File: config.mk
export PLATFORM = sky130hd
export DESIGN_NAME = prod_accumulator
export DESIGN_NICKNAME = d
export VERILOG_FILES = /design/src/rtl/prod_acc_pkg.sv /design/src/rtl/prod_accumulator_sat_adder.sv /design/src/rtl/prod_accumulator.sv
export SDC_FILE = /design/constraint.sdc
export NUM_CORES = 1
export LEC_CHECK = 0
export CAP_MARGIN = 5
export CORE_MARGIN = 5
export CORE_UTILIZATION = 40
export DETAILED_ROUTE_END_ITERATION = 10
export MAX_ROUTING_LAYER = met4
export PLACE_DENSITY_LB_ADDON = 0.15
export SKIP_LAST_GASP = 1
export SYNTH_ARGS = -nofsm -noshare
export SYNTH_HDL_FRONTEND = slang
export SYNTH_HIERARCHICAL = 1
export SYNTH_SLANG_ARGS = --single-unit
File: constraint.sdc
create_clock -name clk -period 3.8 [get_ports clk]
set_input_delay 0.76 -clock clk [delete_from_list [all_inputs] [get_ports clk]]
set_output_delay 0.76 -clock clk [all_outputs]
set_load 0.05 [all_outputs]
File: src/rtl/prod_acc_pkg.sv
// Shared types and default sizing for the product accumulator.
package prod_acc_pkg;

    localparam int DEF_PROD_W  = 8;
    localparam int DEF_ACC_W   = 12;
    localparam int DEF_MAX_LEN = 16;

    // Width of the burst-length field on the input interface.
    localparam int LEN_PORT_W  = 5;

    typedef enum logic [1:0] {
        IDLE  = 2'd0,
        ACCUM = 2'd1,
        HOLD  = 2'd2
    } state_t;

endpackage

File: src/rtl/prod_accumulator_sat_adder.sv
// Unsigned accumulate step: adds a product to the running sum one bit wider
// than the sum, and clamps to all-ones when the carry comes out.
module sat_adder #(
    parameter int ACC_W  = 12,
    parameter int PROD_W = 8
) (
    input  logic [ACC_W-1:0]  a,
    input  logic [PROD_W-1:0] b,
    output logic [ACC_W-1:0]  sum,
    output logic              ovf
);

    localparam int SUM_W = ACC_W + 1;

    logic [SUM_W-1:0] wide;

    // Widened add; the top bit is the overflow flag and selects saturation.
    always_comb begin
        wide = SUM_W'(a) + SUM_W'(b);
        ovf  = wide[ACC_W];
        sum  = wide[ACC_W] ? {ACC_W{1'b1}} : wide[ACC_W-1:0];
    end

endmodule

File: src/rtl/prod_accumulator.sv
// Burst accumulator: sums a variable-length burst of unsigned products and
// presents the saturated total plus a sticky overflow flag on a valid/ready
// output. Bursts never overlap; the input stalls while a result is held.
module prod_accumulator
    import prod_acc_pkg::*;
#(
    parameter int PROD_W  = DEF_PROD_W,
    parameter int ACC_W   = DEF_ACC_W,
    parameter int MAX_LEN = DEF_MAX_LEN
) (
    input  logic                  clk,
    input  logic                  rst_n,
    input  logic                  in_valid,
    output logic                  in_ready,
    input  logic [PROD_W-1:0]     in_prod,
    input  logic [LEN_PORT_W-1:0] in_len,
    output logic                  out_valid,
    input  logic                  out_ready,
    output logic [ACC_W-1:0]      out_sum,
    output logic                  out_ovf
);

    // Counter must hold both MAX_LEN and any in_len value for comparison.
    localparam int CNT_W = ($clog2(MAX_LEN + 1) > LEN_PORT_W) ? $clog2(MAX_LEN + 1) : LEN_PORT_W;
    localparam logic [CNT_W-1:0] MAX_LEN_C = CNT_W'(MAX_LEN);
    localparam logic [CNT_W-1:0] ONE_C     = CNT_W'(1);

    state_t           state;
    state_t           next_state;
    logic             ready_en;
    logic [ACC_W-1:0] acc;
    logic [CNT_W-1:0] cnt;
    logic [CNT_W-1:0] len;
    logic             ovf;

    logic             beat_fire;
    logic             result_fire;
    logic [CNT_W-1:0] in_len_ext;
    logic [CNT_W-1:0] first_len;
    logic [CNT_W-1:0] cnt_inc;
    logic [ACC_W-1:0] add_a;
    logic [ACC_W-1:0] add_sum;
    logic             add_ovf;

    // The first beat starts from zero so one adder serves load and accumulate.
    sat_adder #(
        .ACC_W  (ACC_W),
        .PROD_W (PROD_W)
    ) u_sat_adder (
        .a   (add_a),
        .b   (in_prod),
        .sum (add_sum),
        .ovf (add_ovf)
    );

    // Handshake decode, burst-length clamping and adder operand selection.
    always_comb begin
        beat_fire   = in_valid & in_ready;
        result_fire = out_valid & out_ready;
        in_len_ext  = CNT_W'(in_len);
        first_len   = ((in_len_ext == '0) || (in_len_ext > MAX_LEN_C)) ? MAX_LEN_C : in_len_ext;
        cnt_inc     = cnt + ONE_C;
        add_a       = (state == ACCUM) ? acc : '0;
    end

    // State register.
    always_ff @(posedge clk or negedge rst_n) begin
        if (!rst_n) begin
            state <= IDLE;
        end else begin
            state <= next_state;
        end
    end

    // Keeps in_ready low during reset and until the first clock edge after it.
    always_ff @(posedge clk or negedge rst_n) begin
        if (!rst_n) begin
            ready_en <= 1'b0;
        end else begin
            ready_en <= 1'b1;
        end
    end

    // Next-state logic: load, accumulate until len beats, hold until taken.
    always_comb begin
        next_state = state;
        case (state)
            IDLE: begin
                if (beat_fire) begin
                    next_state = (first_len == ONE_C) ? HOLD : ACCUM;
                end
            end
            ACCUM: begin
                if (beat_fire && (cnt_inc == len)) begin
                    next_state = HOLD;
                end
            end
            HOLD: begin
                if (result_fire) begin
                    next_state = IDLE;
                end
            end
            default: next_state = IDLE;
        endcase
    end

    // Burst datapath: sum, beat count, latched length and sticky overflow.
    always_ff @(posedge clk or negedge rst_n) begin
        if (!rst_n) begin
            acc <= '0;
            cnt <= '0;
            len <= '0;
            ovf <= 1'b0;
        end else if (beat_fire) begin
            if (state == IDLE) begin
                acc <= add_sum;
                cnt <= ONE_C;
                len <= first_len;
                ovf <= 1'b0;
            end else begin
                acc <= add_sum;
                cnt <= cnt_inc;
                ovf <= ovf | add_ovf;
            end
        end
    end

    // Outputs decode from registered state only.
    always_comb begin
        in_ready  = ready_en && (state != HOLD);
        out_valid = (state == HOLD);
        out_sum   = acc;
        out_ovf   = ovf;
    end

endmodule

* Yosys cells after proc, flatten, opt, wreduce, memory -nomap -nowiden
Cells that the tools add are included.
W data, S select, Z words.
** Storage, ports and cells
- Output and inout port bits :: 15
- Flip-flop bits (word level) :: 26
- Word-level logic and storage cells :: 37
** Operators by class
- Bitwise operators :: 3
- Multiplexer cells :: 10
- Magnitude comparators :: 1
- Equality and inequality tests :: 8
- Add/subtract/negate cells :: 2
- Reduce and logical (&&, ||, !) cells :: 7
** Operators with widths (number)
- $mux W12 :: 2
- $add A12 B8 Y13 :: 1
- $mux W5 :: 2
- $mux W2 :: 4
- $pmux W2 S3 :: 1
- $add A5 B1 Y5 const B :: 1
- $eq A5 B1 Y1 const B :: 1
- $eq A5 B5 Y1 :: 1
- $gt A5 B5 Y1 const B :: 1
- $logic_not A5 Y1 :: 1
- $ne A2 B1 Y1 const B :: 2
- $ne A2 B2 Y1 const B :: 2
- $reduce_and A3 Y1 :: 1
- $and A1 B1 Y1 :: 2
- $eq A2 B1 Y1 const B :: 1
- $eq A2 B2 Y1 const B :: 1
- $logic_and A1 B1 Y1 :: 2
- $logic_not A2 Y1 :: 1
- $reduce_and A2 Y1 :: 1
- $logic_or A1 B1 Y1 :: 1
- $mux W1 :: 1
- $or A1 B1 Y1 :: 1

* Logic depth before layout (Yosys ltp)
- Depth in word-level cells :: 7
- Gate-level depth with buffers :: 10
- Depth with buffers taken out :: 10

* Modules after synthesis
Netlist, hierarchy kept.
** By module, submodules not included
- prod_accumulator :: cells an instance 142, area each 1271.2 um^2, instances 1, seq. area each 650.6 um^2
- sat_adder :: cells an instance 69, area each 501.7 um^2, instances 1, seq. area each 0.0 um^2

* Worst setup path after synthesis
OpenSTA, ideal clock, no wires.
- Kind :: register to register
- Start :: reg acc[0] (netlist: out_sum[0])
- End :: reg acc[10] (netlist: out_sum[10])
- Data arrival time :: 2.453 ns
- Path slack :: 1.230 ns
- Stages on the path, launching flop included :: 10
- Buffers on the path :: 0
- Setup time :: 0.118 ns
- Cell sequence :: dfrtp_1 and3_1 ha_1 fa_1 a211oi_1 o211ai_2 nand4_1 mux2_2 nand2_1 nand2_1
** On the way
- Cells in the longest elaborated chain, start to end :: 3
** RTL lines
- from (decl) :: RTL line prod_accumulator.sv:31 : logic [ACC_W-1:0] acc;
- from (signal assigned) :: RTL line prod_accumulator.sv:116 : acc <= add_sum;
- from (signal assigned) :: RTL line prod_accumulator.sv:121 : acc <= add_sum;
- $mux W12 :: RTL line prod_accumulator.sv:63 : add_a = (state == ACCUM) ? acc : '0;
- net add_a[0] :: RTL line prod_accumulator.sv:41 : logic [ACC_W-1:0] add_a;
- $add A12 B8 Y13 :: RTL line prod_accumulator_sat_adder.sv:19 : wide = SUM_W'(a) + SUM_W'(b);
- $mux W12 :: RTL line prod_accumulator_sat_adder.sv:21 : sum = wide[ACC_W] ? {ACC_W{1'b1}} : wide[ACC_W-1:0];
- net add_sum[10] :: RTL line prod_accumulator.sv:42 : logic [ACC_W-1:0] add_sum;
The timed path passes the listed nets, and every way through them passes these cells.
A chain may end at the register's enable or synchronous reset.

* Worst setup path in the final report
- Start :: reg state[0]
- End :: out in_ready
** On the way
- Cells in the longest elaborated chain, start to end :: 2
** RTL lines
- from (decl) :: RTL line prod_accumulator.sv:28 : state_t state;
- from (signal assigned) :: RTL line prod_accumulator.sv:71 : state <= next_state;
- $ne A2 B2 Y1 :: RTL line prod_accumulator.sv:130 : in_ready = ready_en && (state != HOLD);
- $logic_and A1 B1 Y1 :: RTL line prod_accumulator.sv:130
- to (decl) :: RTL line prod_accumulator.sv:14 : output logic in_ready,
Every way passes these cells.

==> qor.csv <==
stage,metric,value,unit
pwr,Max VDD drop,0.000277,V
setup_path,Worst Path Max Fanout,16,
sta,final worst-path cycle share,0.742,
final_layout,area delta synth->final,23.8,%
final_layout,area occupied by registers,651,um2
sta,RSZ-0062 raised after global routing,no,
clock_network,worst skew pair latency,270,ps
setup_path,arrival time at the worst endpoint,2060,ps
yosys,synth top area cells,"dfrtp_1 (37%), nand2_1 (11%), ha_1 (7.1%)",
routing,final WL,4010,um
clock_network,H-tree depth,1,
yosys,Avg Inst Size Synth,8.40,um2
clock_network,CTS Hold Bufs,0,
clock_network,CTS tree,built,
clock_network,CTS Buf Count,3,
placed_design,routability-driven placement congestion ratio,0.788,
clock_network,postcts setup bufs,0,
placed_design,Placed Cells incl. Taps,291,
die,Core Footprint,0.00432,mm2
final_layout,FILL cells,442,
placed_design,IO Port Bufs,31,
global_route,vias in the first global route,1563,
sta,setup TNS,0,ps
outcome,status,completed,
final_layout,multi-input logic area,0.00106,mm2
setup_path,CP Class,reg -> out,
die,I/O Pins,32,
setup_path,crit-path max cell delay,790,ps
die,die width,76.6,um
global_route,grt total ovfl,0,
setup_path,Worst Setup EP,in_ready,
clock_network,Clock Pin Slew Worst Setup and Hold Paths,90,ps
yosys,most numerous cell in the Yosys netlist,nand2_1,
final_layout,Util after Layout,0.508,
routing,vias after detailed routing,1548,
setup_path,WP depth,3,
setup_path,Reg2Reg Depth,10,
pwr,pwr/cell area,826,mW/mm2
final_layout,fraction of layout cells with a size suffix above 1,0.0494,
clock_network,root buf cell,clkbuf_8,
yosys,"area leader, netlist",dfrtp_1,
sta,final setup margin,981,ps
final_layout,fin cells,295,
setup_path,r2r setup slk,980,ps
setup_path,worst r2r src,state[1]$_DFFE_PN0P_,
yosys,Post-synth EDFFs,0,
setup_path,slowest library cell on the worst path,clkdlybuf4s50_1,
yosys,top cell type's share of synthesized area,0.367,
sta,Worst-Margin Slew,724,ps
routing,post-route ant nets,0,
global_route,first-pass GRT wire length,7200,um
yosys,synthesized area,0.00177,mm2
routing,Initial DRC Count,47,
sta,Final min period,2820,ps
die,die area,0.00586,mm2
min_path,Hold Path Stages,2,
min_path,Hold/Removal Path Class,reg -> reg,
routing,DR pass1 iterations,4,
clock_network,Clock Path Buffers,2,
sta,Final Max Tran Viols,0,
setup_path,Buf/Inv on CP,1,
die,die span in y,76.6,um
sta,Hold Slack,507,ps
sta,Fin. Hold Viols,0,
clock_network,Num Clock Sinks,26,
global_route,initial antenna violation count,0,
yosys,async set-reset flop share out of synthesis,1.00,
sta,Peak Freq,355,MHz
global_route,GRT Util Overall,0.150,
yosys,Post-synth top flop,dfrtp_1,
yosys,"top cells by count, synth","nand2_1 (54), dfrtp_1 (26), o21ai_0 (16)",
die,row count,24,
yosys,Gate Count Post-Synth,211,
die,Initial Utilization,0.410,
sta,final setup violation count,0,
pwr,leakage,1.05,nW
sta,clock skew,4.00,ps
routing,drt via density,5.25,
setup_path,critical path cell sequence,nand2b_1 -> and2_1 -> clkdlybuf4s50_1,
routing,DR DRC count,0,
final_layout,NumNets Final,272,
setup_path,CP Launch Point,state[0]$_DFFE_PN0P_,
clock_network,Post-CTS Resized,0,
yosys,"Seq/Total Area, Yosys",0.367,
final_layout,Ant. Diodes,0,
setup_path,Startpoint Class,flip-flop,
placed_design,detailed placement HPWL,2950,um
setup_path,"Req. time, crit path",3040,ps
setup_path,Setup crit end kind,output port,
yosys,Syn Nets,239,
setup_path,"CP delay by family, top",buffers and inverters,
global_route,largest net degree at the start of global routing,27,
setup_path,reg2reg end,out_sum[10]$_DFFE_PN0P_,
yosys,distinct cell type count after synthesis,41,
sta,relative slew slack,0.516,
run,Max Cap Viol,0,
placed_design,Place WS,764,ps
yosys,Yosys Warn Count,6,
yosys,"FF+latch count, synth",26,
routing,drt wl/cell,13.6,um
## worst reg2reg max path: cells and delay by family (launching register included)
family	cells	cell delay, ps
buffers and inverters	1	260
adder cells (fa/ha/maj)	2	660
flip-flops	1	420
multiplexers	1	330
AO/OA/AOI/OAI	2	540
AND/OR/NAND/NOR	4	500
## registers in the layout, indices dropped and copies added, names as in the netlist
name      cells
out_sum      12
cnt           5
len           5
state         2
out_ovf       1
ready_en      1
## through the flow
step	cell area, um2	power, mW
global route	2190	1.99
CTS	2190	1.83
global placement	2140	1.63
finish	2190	1.81
floorplan	1770	1.36
detailed placement	2140	1.64
## power breakdown
group / internal (mW) / total, mW / switching [mW]
combinational: 0.470 / 1.14 / 0.669
sequential: 0.385 / 0.492 / 0.107
clock: 0.0926 / 0.182 / 0.0895
## cell families (layout without fill, tap and decap cells)
logic type | count (synthesis) | in the layout | synth area share
other cells | 1 | 1 | 0.00212
buf+inv | 16 | 48 | 0.0367
compound gates | 46 | 46 | 0.164
mux | 2 | 2 | 0.0120
flops | 26 | 26 | 0.367
fa+ha+maj | 11 | 11 | 0.0819
simple gates | 95 | 95 | 0.267
xor+xnor | 14 | 14 | 0.0692
## routing by layer
metal | routed length (um) | track usage | up-vias
met3 | 152 | 0.0284 | 6
met5 | 0 | - | -
met1 | 1900 | 0.183 | 723
li1 | - | - | 795
met4 | 76 | 0.0472 | 0
met2 | 1890 | 0.249 | 24
## layout by cell type, fill, tap and decap left out, types with 2 or more instances in the layout
cell type / count
clkbuf_8: 4
clkdlybuf4s50_1: 31
a21o_1: 3
nor2_1: 4
o211ai_1: 3
dfrtp_1: 26
a211oi_1: 3
ha_1: 10
and3_1: 13
a21oi_1: 11
nand3_1: 5
nand2_1: 54
xor2_1: 7
o21ai_0: 16
nand4_1: 3
inv_1: 11
xnor2_1: 7
nand2b_1: 7
buf_4: 2
o21a_1: 2
## worst min path at each step
stage                            from                endpoint  slack [ps]
5_1_grt        out_sum[8]$_DFFE_PN0P_  out_sum[8]$_DFFE_PN0P_         530
3_3_place_gp   out_sum[0]$_DFFE_PN0P_  out_sum[0]$_DFFE_PN0P_         480
3_5_place_dp   out_sum[1]$_DFFE_PN0P_  out_sum[1]$_DFFE_PN0P_         480
4_1_cts        out_sum[1]$_DFFE_PN0P_  out_sum[1]$_DFFE_PN0P_         510
2_1_floorplan                   rst_n      cnt[0]$_DFFE_PN0P_         460
6_report       out_sum[2]$_DFFE_PN0P_  out_sum[2]$_DFFE_PN0P_         510
## final cells by class
| type | count | area share |
|---|---|---|
| Clock buffer | 4 | 0.0251 |
| Inverter | 11 | 0.0188 |
| Multi-Input combinational cell | 169 | 0.482 |
| Sequential cell | 26 | 0.296 |
| Tap cell | 52 | 0.0296 |
| Timing Repair Buffer | 33 | 0.148 |
Power figures use the tool's default switching activity.
